<file path="src/rtl/cov_engine.sv">
// Start/Ack covariance responder: reads N, X[], Y[] from data memory, computes the
// 8.8 fixed-point covariance with floor division, writes the 16-bit result back.
module cov_engine #(
  parameter int unsigned NMAX = 255
) (
  input  logic       Clk,
  input  logic       Reset,
  input  logic       Start,
  output logic       Ack,
  output logic [7:0] MemAddr,
  input  logic [7:0] MemRdData,
  output logic       MemWrEn,
  output logic [7:0] MemWrData
);

  localparam int unsigned CW = $clog2(2 * NMAX + 1);

  typedef enum logic [3:0] {
    IDLE, LOADN, SUMX, DIVX, SUMY, DIVY, COV, DIVC, WRHI, WRLO, DONE
  } state_t;

  state_t        state, state_next;
  logic          start_q, start_qq;
  logic [7:0]    n;
  logic [CW-1:0] cnt;
  logic [15:0]   acc, xbar, ybar, res;
  logic [7:0]    xr;
  logic [15:0]   dq;
  logic [7:0]    dr;

  logic          launch, sum_last, cov_last, div_last;
  logic [CW-1:0] n_ext;

  // divider / covariance datapath signals
  logic          neg, q_bit;
  logic [15:0]   mag, q_src, q_step, q_fix;
  logic [7:0]    r_src, r_step;
  logic [8:0]    trial;
  logic [15:0]   dx, dy, cov_term;
  logic signed [31:0] prod;

  assign launch   = start_qq & ~start_q;
  assign n_ext    = CW'(n);
  assign sum_last = (cnt == n_ext - CW'(1));
  assign cov_last = (cnt == (n_ext << 1) - CW'(1));
  assign div_last = (cnt == CW'(16));
  assign Ack      = (state == DONE);

  always_comb begin
    neg   = acc[15];
    mag   = neg ? (~acc + 16'd1) : acc;
    q_src = (cnt == '0) ? mag : dq;
    r_src = (cnt == '0) ? '0 : dr;
    trial = {r_src, q_src[15]};
    if (trial >= {1'b0, n}) begin
      r_step = 8'(trial - {1'b0, n});
      q_bit  = 1'b1;
    end else begin
      r_step = trial[7:0];
      q_bit  = 1'b0;
    end
    q_step = {q_src[14:0], q_bit};
    // floor toward -inf: -q when exact, -q-1 (== ~q) otherwise
    q_fix  = neg ? ((dr != '0) ? ~dq : (~dq + 16'd1)) : dq;
    dx       = {xr, 8'h00} - xbar;
    dy       = {MemRdData, 8'h00} - ybar;
    prod     = $signed(dx) * $signed(dy);
    cov_term = 16'(prod >>> 8);
  end

  always_comb begin
    state_next = state;
    case (state)
      IDLE:    if (launch) state_next = LOADN;
      LOADN:   state_next = (MemRdData == 8'd0) ? WRHI : SUMX;
      SUMX:    if (sum_last) state_next = DIVX;
      DIVX:    if (div_last) state_next = SUMY;
      SUMY:    if (sum_last) state_next = DIVY;
      DIVY:    if (div_last) state_next = COV;
      COV:     if (cov_last) state_next = DIVC;
      DIVC:    if (div_last) state_next = WRHI;
      WRHI:    state_next = WRLO;
      WRLO:    state_next = DONE;
      DONE:    if (launch) state_next = LOADN;
      default: state_next = IDLE;
    endcase
    if (Start && state != IDLE) state_next = IDLE;
  end

  always_comb begin
    MemAddr   = '0;
    MemWrEn   = 1'b0;
    MemWrData = '0;
    case (state)
      SUMX:    MemAddr = 8'd1 + 8'(cnt);
      SUMY:    MemAddr = n + 8'd1 + 8'(cnt);
      COV:     MemAddr = cnt[0] ? (n + 8'd1 + 8'(cnt >> 1)) : (8'd1 + 8'(cnt >> 1));
      WRHI: begin
        MemAddr   = {n[6:0], 1'b1};
        MemWrEn   = 1'b1;
        MemWrData = res[15:8];
      end
      WRLO: begin
        MemAddr   = {n[6:0], 1'b0} + 8'd2;
        MemWrEn   = 1'b1;
        MemWrData = res[7:0];
      end
      default: ;
    endcase
  end

  always_ff @(posedge Clk or posedge Reset) begin
    if (Reset) begin
      state    <= IDLE;
      start_q  <= 1'b0;
      start_qq <= 1'b0;
      n        <= '0;
      cnt      <= '0;
      acc      <= '0;
      xbar     <= '0;
      ybar     <= '0;
      res      <= '0;
      xr       <= '0;
      dq       <= '0;
      dr       <= '0;
    end else begin
      state    <= state_next;
      start_q  <= Start;
      start_qq <= start_q;
      cnt      <= (state_next != state) ? '0 : cnt + CW'(1);
      case (state)
        LOADN: begin
          n   <= MemRdData;
          res <= '0;
        end
        SUMX, SUMY: acc <= acc + {MemRdData, 8'h00};
        DIVX, DIVY, DIVC: begin
          if (!div_last) begin
            dq <= q_step;
            dr <= r_step;
          end else if (state == DIVX) begin
            xbar <= q_fix;
          end else if (state == DIVY) begin
            ybar <= q_fix;
          end else begin
            res <= q_fix;
          end
        end
        COV: begin
          if (!cnt[0]) xr <= MemRdData;
          else         acc <= acc + cov_term;
        end
        default: ;
      endcase
      if (state_next != state &&
          (state_next == SUMX || state_next == SUMY || state_next == COV))
        acc <= '0;
    end
  end

endmodule

</file>
<file path="config.mk">
export PLATFORM = sky130hd
export DESIGN_NAME = cov_engine
export DESIGN_NICKNAME = d
export VERILOG_FILES = /design/src/rtl/cov_engine.sv
export SDC_FILE = /design/constraint.sdc
export NUM_CORES = 1
export LEC_CHECK = 0
export CAP_MARGIN = 20
export CORE_ASPECT_RATIO = 1.5
export CORE_MARGIN = 1
export CORE_UTILIZATION = 60
export CTS_CLUSTER_DIAMETER = 150
export CTS_CLUSTER_SIZE = 30
export DETAILED_ROUTE_END_ITERATION = 7
export PLACE_DENSITY = 0.77
export SLEW_MARGIN = 0
export SYNTH_ARGS = -nofsm -noshare
export SYNTH_HDL_FRONTEND = slang
export SYNTH_SLANG_ARGS = --single-unit
</file>
<file path="constraint.sdc">
create_clock -name Clk -period 13.5 [get_ports Clk]
set_clock_uncertainty 0.05 [all_clocks]
set_input_delay 3.375 -clock Clk [delete_from_list [all_inputs] [get_ports Clk]]
set_output_delay 3.375 -clock Clk [all_outputs]
set_load 0.02 [all_outputs]
</file>
=== Word-level counts from Yosys, hierarchy flattened ===
Cells that the tools add are included.

* Add/subtract/negate cells: 16
* Multipliers: 1
* Divide/modulo/power cells: 0
* $lt $le $gt $ge: 1
* Equal/unequal tests: 21
* Shift operators: 0
* Muxes and demuxes: 29
* Bitwise gates (word level): 7
* Reduce and logical (&&, ||, !) cells: 21

{| class="wikitable"
|+ Operators with widths
! cell !! count
|-
| 16-bit 2-to-1 mux || 9
|-
| 16-bit case mux with 2 select lines || 2
|-
| 4-bit case mux with 10 select lines || 1
|-
| 8-bit case mux with 5 select lines || 1
|-
| 4-bit 2-to-1 mux || 9
|-
| 16-bit by 1-bit adder with 16-bit output (second input constant) || 2
|-
| 16-bit adder || 2
|-
| 16-bit NOT || 2
|-
| 16-bit subtractor || 2
|-
| 4-bit by 3-bit equality test with 1-bit output (second input constant) || 6
|-
| 16-bit by 16-bit multiplier with 24-bit output || 1
|-
| 8-bit 2-to-1 mux || 3
|-
| 9-bit equality test || 2
|-
| 1-bit by 8-bit adder with 8-bit output (first input constant) || 2
|-
| 8-bit adder || 2
|-
| 8-bit case mux with 2 select lines || 1
|-
| 4-bit by 2-bit equality test with 1-bit output (second input constant) || 3
|-
| 4-bit equality test (second input constant) || 3
|-
| 9-bit by 1-bit adder with 9-bit output (second input constant) || 1
|-
| 9-bit by 5-bit equality test with 1-bit output (second input constant) || 1
|-
| 9-bit by 8-bit >= comparator with 1-bit output || 1
|-
| 9-bit zero test || 1
|-
| 9-bit 2-to-1 mux || 1
|-
| 8-bit by 1-bit subtractor with 9-bit output (second input constant) || 1
|-
| other kinds (24) || 37
|}

* Flip-flop bits (word level): 119
* Latch bits: 0
* Bits in writable memories: 0
* Memory bits (read-only): 0
* Input bits: 11
* Output and inout port bits: 18
* Word-level logic and storage cells: 108
* Memories kept: 0

=== Logic depth before layout (Yosys ltp) ===
Gate-level depths: netlist of run 1.

* Word-level depth: 11
* Mapped depth: 38

=== Worst setup path before layout of run 1 ===
No wires, ideal clock.

* Path type: in2reg
* Start: input port MemRdData[0]
* End: register acc[15]
* Arrival time: 11.220 ns
* Required time: 13.367 ns
* Setup slack: 2.147 ns
* Stages on the path: 34
* Cells stage by stage: ha_1 > nor4b_2 > nand4_1 > a31oi_1 > o21a_1 > nor2_1 > xnor2_1 > or2_2 > fa_1 > fa_1 > inv_1 > fa_1 > fa_1 > fa_1 > inv_1 > fa_1 > inv_1 > ha_1 > o21ai_0 > nand2b_1 > a21oi_1 > nor2_1 > a21oi_1 > nor2b_1 > o21a_1 > nor2_1 > xnor2_1 > ha_1 > a21o_1 > a31oi_1 > o21ai_0 > xnor3_1 > xnor3_1 > o21ai_0

* Longest elaborated chain between the ends: 10

{| class="wikitable"
|+ Ends and longest elaborated chain
! what !! RTL line !! text
|-
| from (decl) || 11 || <nowiki>input logic [7:0] MemRdData,</nowiki>
|-
| parallel branches: the longest is 10 deep, another holds 16-bit by 16-bit multiplier with 24-bit output || - ||
|-
| to (signal assigned) || 136 || <nowiki>SUMX, SUMY: acc <= acc + {MemRdData, 8'h00};</nowiki>
|-
| to (signal assigned) || 151 || <nowiki>else acc <= acc + cov_term;</nowiki>
|-
| to (decl) || 26 || <nowiki>logic [15:0] acc, xbar, ybar, res;</nowiki>
|}

Several ways; the timed one is not identified. The select of a mux whose other input is x is not followed.
A chain may end at the register's enable or synchronous reset.

=== Worst setup path after layout of run 1 ===
Same ends and word-level chain as after synthesis.

==> impl_metrics.ini, run 1 <==
[worst_setup_path]
r2r_end = acc[15]
critical_path.slowest_cell = fa_1
critical_path.max_stage_delay_ns = 0.55
crit_end = acc[15]
r2r-start = xbar[8]
worstSetupStartpoint = MemRdData[0]
r2r_cells = 35
cp.required_ns = 13.80
rrSetupSlack_ns = 3.46
worstPathArrival_ns = 12.52
worstSetupEndpointType = flip-flop
crit_path_start_kind = input pin
crit_top_cell = fa_1
critical_path_class = input pin to flip-flop
path_max_fanout = 10

[final_layout]
drive_gt1_share_pct = 5.71
area_delta_synth_final_pct = 8.13
fill_cells = 2281
layout_commonest_cell = inv_1
fin_cells = 2305
final_net_count = 2289
final_cell_mix = inv_1 (305), nand2_1 (237), fa_1 (191)
antenna_cells = 0

[yosys]
synth_area_um2 = 16500
synth_seq_area_share_pct = 18.0
async_flop_share_pct = 100
synth_nets = 2276
synth_edf_count = 0
ys_ff_latch = 119
synth-main-ff-cell = dfrtp_1
ys_types = 76
yosys_warnings = 0
syn_inst = 1937
syn_area_per_cell_um2 = 8.53

[floorplan]
dieWidth_um = 137
row_count = 74
die_h_um = 205
dieArea_um2 = 28200
ios = 29
start_util_pct = 60.9
fp.coreArea_um2 = 27100

[worst_hold_path]
hp-class = flip-flop to flip-flop
min_from = start_q

[sta]
fmax_mhz = 81.8
fin_setup_tns_ns = 0
slew_violations = 0
setup_viol = 0
worstMarginPinSlew_ns = 1.09
rsz0062_at_grt = false
relSlewSlack_pct = 27.3
period_minus_slack_ns = 12.22
fin_crit_sh_pct = 90.5
hold_ws_ns = 0.319
finalHoldViolCount = 0

[global_route]
first_global_vias = 14300
gr-usage-all-layers_pct = 35.7
grt_antenna_before_repair = 0
grt_max_degree = 70
grt_remaining_overflow = 0
grt_pass1_wl_um = 75000

[clock_network]
cts.clk_slew.worst_paths_ns = 0.06
cts_resized = 0
post_cts_buffers = 0
cts_hold_buffers = 0
cts-root-buf = clkbuf_16
cts_made_buffers = 17
cts_buffer_depth = 2
clock-sinks = 119
htreeDepth = 4
cts_tree = done
insertion_delay_ns = 0.43

[route]
drt_iter0_drc = 904
post_drt_wl_per_cell_um = 20.2
drc_errors = 0
drt_wl_total_um = 46600
firstDrtPassIters = 5
viasPerCell = 5.98
num_vias = 13800
ant_nets = 0

[power_and_ir_drop]
ir_drop_uv = 184
p_leak_uw = 0.00855
powerDensity_nw_per_um2 = 117

[placed_design]
dp.cells = 2272
io_buffers = 28
gp_congestion = 1.07
dpl.hpwl_um = 37400

[run_status]
status = finished clean

[job]
maxCapViolCount = 0
## area by class of cell
cell class	instances	area, µm²	area share, %
clock buffers	17	425	2.38
clock inverters	15	181	1.02
inverters	309	1160	6.51
multi-input cells	1437	12100	67.8
flip-flops and latches	119	2980	16.7
well taps	342	428	2.40
repair buffers	66	573	3.21
## cells by family (layout without fill, tap and decap cells)
logic type      Yosys count  count (layout)  synth area share, %
buf+inv                 381             407                 8.80
simple gates            615             615                 17.1
fa+ha+maj               328             328                 33.5
compound gates          289             289                 10.8
flops                   119             119                 18.0
mux                      27              27                 1.78
xor+xnor                178             178                 9.90
## stage by stage
| stage | instance area [µm²] | total power, µW | util (%) | worst slack (ns) |
|---|---|---|---|---|
| 4_1_cts | 17800 | 2080 | 65.8 | 1.37 |
| 5_1_grt | 17900 | 2210 | 65.9 | 0.778 |
| 3_3_place_gp | 17200 | 1560 | 63.6 | 1.15 |
| 2_1_floorplan | 16500 | 1280 | - | 2.15 |
| 6_report | 17900 | 2090 | 65.9 | 1.28 |
| 3_5_place_dp | 17200 | 1600 | 63.6 | 0.913 |
## flip-flops by register name, indices dropped and copies added (netlist names)
name      flops
xbar         16
dr            8
xr            8
res          16
dq           16
start_q       1
acc          16
n             8
start_qq      1
cnt           9
state         4
ybar         16
## synth_stat cells (6+ instances only)
| cell type | number | area [µm²] |
|---|---|---|
| nor3_1 | 23 | 115 |
| a211oi_1 | 6 | 45.0 |
| mux2i_1 | 8 | 80.1 |
| clkbuf_1 | 61 | 229 |
| o21ai_0 | 114 | 571 |
| ha_1 | 137 | 1710 |
| inv_1 | 306 | 1150 |
| mux2_2 | 19 | 214 |
| o31ai_1 | 10 | 75.1 |
| nand4_1 | 12 | 75.1 |
| nor2b_1 | 13 | 81.3 |
| o41ai_1 | 6 | 52.6 |
| a21oi_1 | 62 | 310 |
| o2bb2ai_1 | 6 | 52.6 |
| and2_1 | 42 | 263 |
| fa_1 | 191 | 3820 |
| xnor2_1 | 101 | 885 |
| nand3_1 | 39 | 195 |
| o21bai_1 | 8 | 60.1 |
| a21o_1 | 12 | 90.1 |
| xor2_1 | 71 | 622 |
| a22o_1 | 10 | 87.6 |
| or3_1 | 6 | 37.5 |
| dfrtp_1 | 119 | 2980 |
| nand2b_1 | 18 | 113 |
| a31oi_1 | 9 | 56.3 |
| o21a_1 | 9 | 67.6 |
| nand2_1 | 237 | 890 |
| nor2_1 | 180 | 676 |
| nor4_1 | 7 | 43.8 |
| or4_1 | 9 | 67.6 |
## critical path, delay by kind of cell
family	cells	cell delay [ns]
and+or+nand+nor	6	1.08
buffers and inverters	5	0.87
xor gates and xnor gates	3	0.73
adders and majority gates	9	4.24
AOI/OAI and AO/OA	10	2.22
## power by group
| group | internal (µW) | switching, µW |
|---|---|---|
| Combinational | 424 | 668 |
| Sequential | 405 | 125 |
| Clock | 280 | 192 |
| Total | 1110 | 986 |
## per-layer routing
metal  vias up  track usage (%)  share of wire, %
li1       6243                -                 -
met1      6806             38.5                34
met2       520             62.3                52
met3       210             4.61               5.3
met4         0             27.6               8.6
met5         -                0                 0
## how the worst min path moves through the flow
stage                to  slack [ns]  depth (start not counted)
5_1_grt        start_qq        0.33                          0
3_5_place_dp   start_qq        0.31                          0
6_report       start_qq        0.32                          0
2_1_floorplan  start_qq        0.30                          0
4_1_cts        start_qq        0.32                          0
3_3_place_gp   start_qq        0.30                          0
Power figures use the tool's default switching activity.
==> run 2, diff against run 1 <==
- CAP_MARGIN: 20 -> 15
==> results of run 2 <==
The final DEF is identical to that of run 1; final timing and power are the same.
==> run 3, diff against run 2 <==
- GPL_TIMING_DRIVEN: not set -> 0
- SLEW_MARGIN: 0 -> 10
==> impl_metrics.ini, run 3 (same netlist as run 1, synthesis figures left out) <==
[worst_setup_path]
worstPathArrival_ns = 13.22
crit_top_cell = fa_1
path_max_fanout = 8
critical_path.max_stage_delay_ns = 0.75
critical_path_class = input pin to flip-flop
critPathBufInv = 5
worstSetupEndpointType = flip-flop
critical-path-top-delay-family = adder cells
critical_path.slowest_cell = clkdlybuf4s50_1
cp.required_ns = 13.80
crit_path_start_kind = input pin

[global_route]
first_global_vias = 14700
grt_pass1_wl_um = 76700
grt_remaining_overflow = 0
grt_max_degree = 65
grt_antenna_before_repair = 0
gr-usage-all-layers_pct = 36.9

[floorplan]
fp.coreArea_um2 = 27100
ios = 29
row_count = 74
start_util_pct = 60.9
die_h_um = 205
dieWidth_um = 137
dieArea_um2 = 28200

[route]
drt_wl_total_um = 48100
post_drt_wl_per_cell_um = 20.5
viasPerCell = 5.91
drc_errors = 0
firstDrtPassIters = 5
num_vias = 13800
drt_iter0_drc = 847
ant_nets = 0

[final_layout]
stdcell_area_um2 = 17900
drive_gt1_share_pct = 4.55
final_cell_mix = inv_1 (305), nand2_1 (237), fa_1 (191)
layout_commonest_cell = inv_1
final_net_count = 2327
area_delta_synth_final_pct = 8.47
fill_cells = 2246
fin_util_pct = 66.1
regArea_um2 = 2980
multi_input_area_um2 = 12100
antenna_cells = 0
fin_cells = 2343

[clock_network]
clock-sinks = 119
cts_hold_buffers = 0
cts.clk_slew.worst_paths_ns = 0.06
htreeDepth = 4
cts-root-buf = clkbuf_16
cts_buffer_depth = 2
cts_made_buffers = 17
cts_tree = done
insertion_delay_ns = 0.43

[placed_design]
dpl.hpwl_um = 38600
gp_congestion = 0.998
io_buffers = 28
dpl_worst_slack_ns = -0.285
dp.cells = 2309
dpl_cell_area_um2 = 17300

[sta]
fin_crit_sh_pct = 95.7
worstMarginPinSlew_ns = 1.25
finalHoldViolCount = 0
fin_ws_ns = 0.581
period_minus_slack_ns = 12.92
setup_viol = 0
rsz0062_at_grt = false
relSlewSlack_pct = 15.9
slew_violations = 0
fmax_mhz = 77.4

[power_and_ir_drop]
ir_drop_uv = 158
powerDensity_nw_per_um2 = 117
p_leak_uw = 0.00852

[worst_hold_path]
hp-class = flip-flop to flip-flop

[run_status]
status = finished clean

[job]
maxCapViolCount = 0
run 3: cell types whose count changed in the layout (fill, tap and decap cells not counted), moves of 4 or more:
cell / before / now
buf_4: 37 / 3
clkbuf_1: 0 / 60
xnor2_1: 101 / 97
xnor2_2: 1 / 5
buf_2: 0 / 4
buf_1: 0 / 4
run 3: through the flow:
stage	hold WS, ns	total power (µW)	TNS [ns]
finish	0.319	2100	0
global route	0.335	2230	0
CTS	0.326	2080	0
detailed placement	0.313	1630	-0.285
global placement	0.305	1600	-0.319
floorplan	0.296	1280	0
run 3: path summary, 6_finish.rpt:
kind | start | endpoint | slack, ns | cells past startpoint
min in group asynchronous | Reset | cnt[5] | 3.31 | 2
worst min register to register | start_q | start_qq | 0.32 | 0
worst min-delay path | start_q | start_qq | 0.32 | 0
worst max-delay path | MemRdData[1] | acc[15] | 0.58 | 36
max in group asynchronous | Reset | ybar[9] | 9.34 | 3
worst max register to register | xbar[0] | acc[15] | 2.53 | 38
run 3: layout make-up:
class                           count  area share [%]
Clock buffer                       18            2.45
Sequential cell                   119            16.6
Multi-Input combinational cell   1437            67.8
Buffer                             72            1.65
Timing Repair Buffer               32            1.86
Clock inverter                     14           0.775
Tap cell                          342            2.39
Inverter                          309            6.50
run 3: timing repair:
action                     in CTS  in global routing
gates resized for setup         0                  9
setup endpoints to repair       0                  1
buffers inserted                0                  0
run 3: power breakdown:
part / internal, µW / switching (µW) / leakage, µW
sequential: 406 / 74.6 / 0.00161
clock: 263 / 190 / 0.000277
combinational: 435 / 735 / 0.00663
run 3: metal layers:
metal	vias to the layer above	global-route usage, %	wire length, µm
met5	-	0	0
met4	0	32.1	5010
met3	260	6.70	2600
met2	537	64.4	24400
met1	6729	37.1	16100
li1	6322	-	-
